### src/rtl/pipe_pal_arb_if.sv
// Bundle of requester-side and datapath-side signals around the shared pipe_pal input.
// The master modport drives requests and datapath ready; the slave modport is the arbiter.
interface pipe_pal_arb_if #(
   parameter int W_DATA = 32,
   parameter int N_REQ  = 4,
   parameter int W_ID   = 2,
   parameter int W_CNT  = 8
);
   logic [N_REQ-1:0]        i_req_valid;
   logic [N_REQ*W_DATA-1:0] i_req_data;
   logic [N_REQ-1:0]        i_req_last;
   logic [N_REQ-1:0]        o_req_ready;
   logic                    o_valid;
   logic [W_DATA-1:0]       o_data;
   logic                    o_last;
   logic [W_ID-1:0]         o_id;
   logic                    i_ready;
   logic                    o_busy;
   logic [W_CNT-1:0]        o_beats;

   modport master (
      output i_req_valid, i_req_data, i_req_last, i_ready,
      input  o_req_ready, o_valid, o_data, o_last, o_id, o_busy, o_beats
   );

   modport slave (
      input  i_req_valid, i_req_data, i_req_last, i_ready,
      output o_req_ready, o_valid, o_data, o_last, o_id, o_busy, o_beats
   );
endinterface

### src/rtl/pipe_pal_arb.sv
// Round-robin burst arbiter: locks one requester for a whole last-terminated burst,
// passes its beats straight through to the datapath and rotates priority afterwards.
module pipe_pal_arb #(
   parameter int W_DATA = 32,
   parameter int N_REQ  = 4,
   parameter int W_ID   = 2,
   parameter int W_CNT  = 8
) (
   input logic           i_clk,
   input logic           i_reset,
   pipe_pal_arb_if.slave bus
);

   typedef enum logic {IDLE, BURST} state_t;

   state_t            state_q, state_d;
   logic [W_ID-1:0]   ptr_q, ptr_d;
   logic [W_ID-1:0]   grant_q, grant_d;
   logic [W_CNT-1:0]  beats_q, beats_d;

   logic [N_REQ-1:0]  maskedValid;
   logic              pickFound;
   logic [W_ID-1:0]   pickIdx;
   logic              gValid;
   logic              gLast;
   logic [W_DATA-1:0] gData;

   // Lowest request at or above the pointer wins; otherwise wrap to the lowest request overall.
   always_comb begin
      maskedValid = bus.i_req_valid & ~((N_REQ'(1) << ptr_q) - N_REQ'(1));
      pickFound   = |bus.i_req_valid;
      pickIdx     = '0;
      for (int k = N_REQ - 1; k >= 0; k--) begin
         if (bus.i_req_valid[k]) pickIdx = W_ID'(k);
      end
      for (int k = N_REQ - 1; k >= 0; k--) begin
         if (maskedValid[k]) pickIdx = W_ID'(k);
      end
   end

   // Select the granted lane; other lanes never reach the datapath.
   always_comb begin
      gValid = 1'b0;
      gLast  = 1'b0;
      gData  = '0;
      for (int k = 0; k < N_REQ; k++) begin
         if (grant_q == W_ID'(k)) begin
            gValid = bus.i_req_valid[k];
            gLast  = bus.i_req_last[k];
            gData  = bus.i_req_data[k*W_DATA +: W_DATA];
         end
      end
   end

   // Next-state and pass-through outputs; IDLE forwards nothing.
   always_comb begin
      state_d         = state_q;
      ptr_d           = ptr_q;
      grant_d         = grant_q;
      beats_d         = beats_q;
      bus.o_valid     = 1'b0;
      bus.o_data      = '0;
      bus.o_last      = 1'b0;
      bus.o_req_ready = '0;
      case (state_q)
         IDLE: begin
            if (pickFound) begin
               grant_d = pickIdx;
               beats_d = '0;
               state_d = BURST;
            end
         end
         BURST: begin
            bus.o_valid     = gValid;
            bus.o_data      = gValid ? gData : '0;
            bus.o_last      = gLast;
            bus.o_req_ready = N_REQ'(bus.i_ready) << grant_q;
            if (gValid && bus.i_ready) begin
               beats_d = (beats_q == '1) ? beats_q : beats_q + W_CNT'(1);
               if (gLast) begin
                  state_d = IDLE;
                  ptr_d   = (grant_q == W_ID'(N_REQ - 1)) ? '0 : grant_q + W_ID'(1);
               end
            end
         end
         default: state_d = IDLE;
      endcase
   end

   always_ff @(posedge i_clk or posedge i_reset) begin
      if (i_reset) begin
         state_q <= IDLE;
         ptr_q   <= '0;
         grant_q <= '0;
         beats_q <= '0;
      end else begin
         state_q <= state_d;
         ptr_q   <= ptr_d;
         grant_q <= grant_d;
         beats_q <= beats_d;
      end
   end

   assign bus.o_id    = grant_q;
   assign bus.o_busy  = (state_q == BURST);
   assign bus.o_beats = beats_q;

endmodule

### src/flat_wrapper.sv
// flat-port wrapper written by rule: the top's interface ports become plain ports
module pipe_pal_arb_flat 
#(
   parameter int W_DATA = 32,
   parameter int N_REQ  = 4,
   parameter int W_ID   = 2,
   parameter int W_CNT  = 8
)
  (i_clk, i_reset, bus_i_req_valid, bus_i_req_data, bus_i_req_last, bus_i_ready, bus_o_req_ready, bus_o_valid, bus_o_data, bus_o_last, bus_o_id, bus_o_busy, bus_o_beats);
  pipe_pal_arb_if #(.W_DATA(W_DATA), .N_REQ(N_REQ), .W_ID(W_ID), .W_CNT(W_CNT)) bus_i ();
  input logic i_clk;
  input logic i_reset;
  input wire logic [$bits(bus_i.i_req_valid)-1:0] bus_i_req_valid;
  input wire logic [$bits(bus_i.i_req_data)-1:0] bus_i_req_data;
  input wire logic [$bits(bus_i.i_req_last)-1:0] bus_i_req_last;
  input wire logic [$bits(bus_i.i_ready)-1:0] bus_i_ready;
  output wire logic [$bits(bus_i.o_req_ready)-1:0] bus_o_req_ready;
  output wire logic [$bits(bus_i.o_valid)-1:0] bus_o_valid;
  output wire logic [$bits(bus_i.o_data)-1:0] bus_o_data;
  output wire logic [$bits(bus_i.o_last)-1:0] bus_o_last;
  output wire logic [$bits(bus_i.o_id)-1:0] bus_o_id;
  output wire logic [$bits(bus_i.o_busy)-1:0] bus_o_busy;
  output wire logic [$bits(bus_i.o_beats)-1:0] bus_o_beats;
  assign bus_i.i_req_valid = bus_i_req_valid;
  assign bus_i.i_req_data = bus_i_req_data;
  assign bus_i.i_req_last = bus_i_req_last;
  assign bus_i.i_ready = bus_i_ready;
  assign bus_o_req_ready = bus_i.o_req_ready;
  assign bus_o_valid = bus_i.o_valid;
  assign bus_o_data = bus_i.o_data;
  assign bus_o_last = bus_i.o_last;
  assign bus_o_id = bus_i.o_id;
  assign bus_o_busy = bus_i.o_busy;
  assign bus_o_beats = bus_i.o_beats;
  pipe_pal_arb #(.W_DATA(W_DATA), .N_REQ(N_REQ), .W_ID(W_ID), .W_CNT(W_CNT)) u_core (.i_clk(i_clk), .i_reset(i_reset), .bus(bus_i));
endmodule
### config.mk
export PLATFORM = sky130hd
export DESIGN_NAME = pipe_pal_arb_flat
export DESIGN_NICKNAME = d
export VERILOG_FILES = /design/src/rtl/pipe_pal_arb_if.sv /design/src/rtl/pipe_pal_arb.sv /design/src/flat_wrapper.sv
export SDC_FILE = /design/constraint.sdc
export NUM_CORES = 1
export LEC_CHECK = 0
export ABC_CLOCK_PERIOD_IN_PS = 2100
export BUFFER_PORTS_ARGS = -buffer_cell sky130_fd_sc_hd__buf_2
export CAP_MARGIN = 10
export CORE_ASPECT_RATIO = 1.1
export CORE_MARGIN = 1.5
export CORE_UTILIZATION = 34
export CTS_BUF_LIST = sky130_fd_sc_hd__clkbuf_4 sky130_fd_sc_hd__clkbuf_8
export DETAILED_ROUTE_END_ITERATION = 8
export GPL_TIMING_DRIVEN = 0
export MAX_ROUTING_LAYER = met4
export PLACE_DENSITY = 0.86
export SLEW_MARGIN = 20
export SYNTH_ARGS = -nofsm -noshare
export SYNTH_HDL_FRONTEND = slang
export SYNTH_SLANG_ARGS = --single-unit
### constraint.sdc
create_clock -name i_clk -period 2.1 [get_ports i_clk]
set_input_delay 0.525 -clock i_clk [delete_from_list [all_inputs] [get_ports i_clk]]
set_output_delay 0.525 -clock i_clk [all_outputs]
set_load 0.1 [all_outputs]
==> qor.txt, run 1 <==
Post-Route WL: 14.3 mm
Antenna Violating Nets Remaining: 0
input/output buffers: 187
Synth top area share: 16.7%
Distinct cells, synth: 40
first-pass GRT wire length: 16.6 mm
#FFs+latches synth: 13
I/O Pins: 188
R2R depth: 7
largest area contributor in the netlist: dfrtp_1
outcome: complete, but fails checks
period utilization: 145%
r2r endpoint: u_core.bus.o_beats[4]$_DFFE_PP0P_
Setup TNS Final: -28.15 ns
initial antenna violation count: 2
failing checks: negative setup slack
post-synthesis net count: 441
die footprint: 6180 sq um
Worst slew margin: 66.0%
Row Count: 28
drt initial violations: 467
DRT Pass-1 Iters: 5
Clock Pin Slew Worst Setup and Hold Paths: 0.06 ns
slowest CP cell: dfrtp_4
Die X: 75.1 um
hpwl dp: 7.14 mm
CTS tree: done
average wire per standard cell: 24.2 um
max incr delay on CP: 0.53 ns
Max clock buf depth: 2
vias in the first global route: 3202
top cells by count, synth: 41 x nor2_1, 40 x a21oi_1, 37 x nor3_1
area post-placement: 3390 sq um
Async SR Flop Fraction: 100%
CTS buffer count: 3
final setup margin: -0.940 ns
Tightest Pin Transition: 0.509 ns
Post-Route Utilization: 84.3%
Mapped Cells: 297
Congestion Overflow GR: 0
Placed Instances: 559
routed vias: 3794
register area share after synthesis: 16.7%
DRC viols: 0
clk sink count: 13
RSZ-0062 raised after global routing: yes
Data arrival, critical path: 2.52 ns
clock latency on the worst-skew pair: 0.25 ns
Starting Density: 35.6%
largest net degree at the start of global routing: 14
worst hold path class: input pin to async pin
Avg Synthesized Cell Area: 6.55 sq um
synthesis-to-finish area growth: 137%
Core ar.: 5470 sq um
Final Hold Viols: 0
detailed-route vias per instance: 6.45
data required time of the critical path: 1.57 ns
R2R Path Start: u_core.bus.o_id[1]$_DFFE_PP0P_
H-tree Lvls: 1
Synth Cell Area: 1940 sq um
max-cap viol count: 0
Fmax: 329 MHz
Post-synth top flop: dfrtp_1
kind of critical path: register to primary output
gp weighted congestion: 0.862
fin nets: 656
final cell count without fillers: 588
synth top area cells: dfrtp_1 17%, a221oi_1 14%, nor2b_1 11%
Max Clock Skew: 0.00401 ns
worst-path cell chain: ha_2, nor2b_4, buf_6, buf_2, a221oi_1, nor3_1, a21oi_2, nor2_4, buf_12
Final Setup Violations: 40
CP Launch Type: register
dominant cell by count in the synthesized netlist: nor2_1
Critical Path Sink Type: primary output
CP max FO: 10
final instance area: 4610 sq um
Root Buffer: clkbuf_8
all-layer global routing usage: 36.7%
number of flops mapped to enable cells by yosys: 0
fin crit period: 3.04 ns
FF-to-FF setup slack: -0.10 ns
max-slew violations: 0
YS warnings: 0
share of layout cells above drive strength 1: 71.0%
height of the die: 82.3 um
[stage by stage]
step / hold WS, ns / setup slack [ns]
6_report: 0.291 / -0.940
5_1_grt: 0.339 / -1.01
4_1_cts: 0.301 / -0.810
3_5_place_dp: 0.542 / -0.990
3_3_place_gp: 0.534 / -0.949
2_1_floorplan: 0.402 / -0.876
[registers in the layout, summed over array words and instances (netlist names)]
register,cells
u_core.bus.o_beats,8
u_core.bus.o_busy,1
u_core.bus.o_id,2
u_core.ptr_q,2
[kinds of logic after synthesis]
| group | count (synthesis) | synth area share, % |
|---|---|---|
| adder cells (fa/ha/maj) | 5 | 3.22 |
| multiplexers | 3 | 1.74 |
| flip-flops | 13 | 16.7 |
| AO/OA/AOI/OAI | 95 | 33.7 |
| AND/OR/NAND/NOR | 144 | 37.3 |
| buffers and inverters | 37 | 7.40 |
[cell type report]
type                            instances  area [sq um]
Inverter                               10          55.1
Clock buffer                            3          41.3
Buffer                                 27           229
Fill cell                             306           856
Tap cell                               75          93.8
Clock inverter                          1          5.00
Multi-Input combinational cell        247          2120
Antenna cell                            2          5.00
Sequential cell                        13           352
Timing Repair Buffer                  210          1710
[cell usage in the layout, fill, tap and decap left out, drive strengths merged, types with 3 or more instances in the layout]
cell / count
buf: 219
nor2: 41
a21oi: 40
nor3: 37
nor2b: 34
a221oi: 32
clkbuf: 21
nand2: 17
dfrtp: 13
inv: 9
nand3: 5
ha: 5
o21ai: 4
a22oi: 3
mux2: 3
o31ai: 3
[how the worst max path moves through the flow]
stage / from / end / slack [ns] / depth (start not counted)
5_1_grt: u_core.bus.o_id[0]$_DFFE_PP0P_ / bus_o_data[10] / -1.01 / 9
6_report: u_core.bus.o_id[0]$_DFFE_PP0P_ / bus_o_data[10] / -0.94 / 9
3_5_place_dp: u_core.bus.o_id[0]$_DFFE_PP0P_ / bus_o_data[18] / -0.99 / 10
4_1_cts: u_core.bus.o_id[0]$_DFFE_PP0P_ / bus_o_data[6] / -0.81 / 11
2_1_floorplan: u_core.bus.o_id[1]$_DFFE_PP0P_ / bus_o_data[10] / -0.88 / 9
3_3_place_gp: u_core.bus.o_id[0]$_DFFE_PP0P_ / bus_o_data[1] / -0.95 / 10
[routing by layer]
metal  vias to the layer above  GRT usage, %  part of all wire (%)
li1                       1535             -                     -
met1                      1699          39.9                    32
met2                       414          54.5                    46
met3                       146          17.7                    13
met4                         0          20.5                   9.0
met5                         -             -                     0
[repair_timing]
| action | in CTS | in global routing |
|---|---|---|
| hold buffers | 0 | 0 |
| resized for setup | 165 | 91 |
| gates cloned | 2 | 1 |
| setup buffers | 15 | 5 |
| setup endpoints to repair | 38 | 43 |
| pin swaps | 7 | 10 |
[critical path, delay by kind of cell (launching register included)]
family | cells | cell delay [ns]
flops | 1 | 0.53
fa+ha+maj | 1 | 0.24
compound gates | 2 | 0.24
simple gates | 3 | 0.64
buf+inv | 3 | 0.61
Power of run 1 is left out: the tool's default activity adds up to more than one toggle a clock period on the data nets, which glitch-free logic cannot reach.
==> run 2: changes to the inputs <==
--- a/config.mk
+++ b/config.mk
@@ -6,16 +6,15 @@
 export NUM_CORES = 1
 export LEC_CHECK = 0
 export ABC_CLOCK_PERIOD_IN_PS = 2100
-export BUFFER_PORTS_ARGS = -buffer_cell sky130_fd_sc_hd__buf_2
 export CAP_MARGIN = 10
-export CORE_ASPECT_RATIO = 1.1
 export CORE_MARGIN = 1.5
-export CORE_UTILIZATION = 34
+export CORE_UTILIZATION = 40
 export CTS_BUF_LIST = sky130_fd_sc_hd__clkbuf_4 sky130_fd_sc_hd__clkbuf_8
 export DETAILED_ROUTE_END_ITERATION = 8
+export DONT_BUFFER_PORTS = 1
 export GPL_TIMING_DRIVEN = 0
 export MAX_ROUTING_LAYER = met4
-export PLACE_DENSITY = 0.86
+export PLACE_DENSITY = 0.63
 export SLEW_MARGIN = 20
 export SYNTH_ARGS = -nofsm -noshare
 export SYNTH_HDL_FRONTEND = slang
==> run 2 against run 1 <==
The flow still finishes with violations (negative setup slack); register-to-register slack worse by 0.22 ns; critical endpoint is now bus_o_data[22]; worst setup slack worse by 0.13 ns; non-clock buffer count is 193 lower; utilization shrank 22 points; design area down 36%; die area is 14% lower; sequential share of layout area is 4.4 points higher; maximum frequency fell by 4.0%; wire length down 46%.
==> qor.txt, run 2 (synthesized netlist as in run 1, its figures left out) <==
crit path from: u_core.bus.o_id[0]$_DFFE_PP0P_
Congestion Overflow GR: 0 (unchanged)
flip-flop count of the largest register after layout: 8 (unchanged)
Max Clock Skew: 0.00524 ns (+0.00123 ns)
Tightest Pin Transition: 0.992 ns (+0.483 ns)
all-layer global routing usage: 26.6% (-10 points)
Core ar.: 4690 sq um (-14%)
Root Buffer: clkbuf_8
cts hold-fix bufs: 0 (unchanged)
slowest CP cell: dfrtp_4
CP Launch Type: register
max incr delay on CP: 0.67 ns (+0.14 ns)
RSZ-0062 raised after global routing: yes
Fillers: 429 (+40%)
input/output buffers: 0 (-100%)
height of the die: 72.7 um (-12%)
Fmax: 316 MHz (-4.0%)
Row Count: 25 (-11%)
period utilization: 151% (+6.1 points)
routed vias: 2402 (-37%)
Worst slew margin: 33.7% (-32 points)
kind of critical path: register to primary output
average wire per standard cell: 20.6 um (-15%)
Post-Route WL: 7.65 mm (-46%)
Crit path depth: 7 (-2)
sequential cell area: 352 sq um (unchanged)
failing checks: negative setup slack
worst-path cell chain: ha_1, clkbuf_2, buf_2, buf_2, nor3_1, a21oi_1, nor2_4
first-pass GRT wire length: 10.8 mm (-35%)
Die X: 72.7 um (-3.2%)
Clock Pin Slew Worst Setup and Hold Paths: 0.05 ns (about the same)
clock latency on the worst-skew pair: 0.24 ns (about the same)
outcome: complete, but fails checks
r2r endpoint: u_core.ptr_q[0]$_DFFE_PP0P_
I/O Pins: 188 (unchanged)
detailed-route vias per instance: 6.46 (about the same)
CTS buffer count: 3 (unchanged)
Starting Density: 41.4% (+5.9 points)
fin crit period: 3.17 ns (+0.128 ns)
synthesis-to-finish area growth: 50.6%
vias in the first global route: 2122 (-34%)
CP max FO: 10 (unchanged)
most frequent cells in the layout: 33 x nor2b_1, 32 x nor2_4, 28 x a21oi_1, 28 x a221oi_1, 27 x nor3_1
largest net degree at the start of global routing: 14 (unchanged)
final setup margin: -1.07 ns (-0.128 ns)
Max clock buf depth: 2 (unchanged)
CTS tree: done
Data arrival, critical path: 2.64 ns (+0.12 ns)
Multi-input gate area: 1980 sq um (-6.7%)
die footprint: 5290 sq um (-14%)
FF-to-FF setup slack: -0.32 ns (-0.22 ns)
Final Hold Viols: 0 (unchanged)
Final Setup Violations: 49 (+23%)
CP Capture Point: bus_o_data[22]
delay-heaviest family, CP: simple AND/OR/NAND/NOR gates
max-slew violations: 0 (unchanged)
gp weighted congestion: 0.845 (-1.9%)
drt initial violations: 90 (-81%)
commonest non-fill, non-tap cell in the layout: nor2b_1
worst hold path class: input pin to async pin
Critical Path Sink Type: primary output
clk sink count: 13 (unchanged)
fin nets: 463 (-29%)
share of layout cells above drive strength 1: 44.7% (-26 points)
crit path buf inv count: 3 (unchanged)
H-tree Lvls: 1 (unchanged)
max-cap viol count: 0 (unchanged)
Setup WS pre-CTS: -1.14 ns (-0.148 ns)
DRC viols: 0 (unchanged)
hpwl dp: 5.59 mm (-22%)
ant diodes: 0 (-2)
initial antenna violation count: 0 (-2)
R2R Path Start: u_core.bus.o_id[0]$_DFFE_PP0P_
most frequent cell on the critical path: buf_2
DRT Pass-1 Iters: 4 (-1)
R2R depth: 11 (+4)
data required time of the critical path: 1.57 ns (about the same)
Antenna Violating Nets Remaining: 0 (unchanged)
[run 2: cell types whose count changed in the layout (fill, tap and decap cells not counted), moves of 12 or more]
cell,previous run,this run
a221oi_2,16,4
a21oi_1,13,28
buf_2,155,4
buf_12,37,3
a221oi_1,14,28
a21oi_2,27,12
[run 2: through the flow]
stage	utilization [%]	setup TNS (ns)	std cells	hold slack (ns)	instance area (sq um)
2_1_floorplan	-	-29.01	297	0.402	2360
3_3_place_gp	51.8	-37.22	351	0.475	2430
3_5_place_dp	51.8	-38.12	351	0.465	2430
4_1_cts	58.8	-39.30	371	0.205	2760
5_1_grt	62.4	-42.19	372	0.247	2930
6_report	62.4	-37.85	372	0.192	2930
[run 2: final cells by class]
class                   count  area share (%)
flip-flops and latches     13            12.0
plain buffers              27            7.52
multi-input cells         247            67.5
inverters                  10            2.26
repair buffers             17            6.75
clock buffers               4            1.67
well taps                  54            2.31
[run 2: worst min path at each step]
stage / start / endpoint / slack, ns / depth (start not counted)
2_1_floorplan: i_reset / u_core.ptr_q[0]$_DFFE_PP0P_ / 0.40 / 1
3_3_place_gp: i_reset / u_core.bus.o_beats[0]$_DFFE_PP0P_ / 0.47 / 1
3_5_place_dp: i_reset / u_core.bus.o_beats[0]$_DFFE_PP0P_ / 0.46 / 1
4_1_cts: i_reset / u_core.bus.o_busy$_DFF_PP0_ / 0.21 / 1
5_1_grt: i_reset / u_core.bus.o_busy$_DFF_PP0_ / 0.25 / 1
6_report: i_reset / u_core.bus.o_busy$_DFF_PP0_ / 0.19 / 1
[run 2: worst reg2reg max path: cells and delay by family (launching register included)]
kind | cells | cell delay, ns
mux | 1 | 0.30
simple gates | 2 | 0.19
buf+inv | 5 | 0.67
compound gates | 2 | 0.25
flops | 1 | 0.71
fa+ha+maj | 1 | 0.19
[run 2: metal layers]
layer	global-route usage, %	routed length, um
met1	35.5	3060
met2	41.8	3810
met3	4.01	633
met4	7.76	136
met5	-	0
[run 2: repair_timing]
action,CTS,global route
cloned,2,0
gates resized for setup,42,52
pin swaps,39,45
hold endpoints to repair,0,0
setup endpoints to repair,46,49
buffers inserted,14,1
Power of run 2 is left out for the same reason.
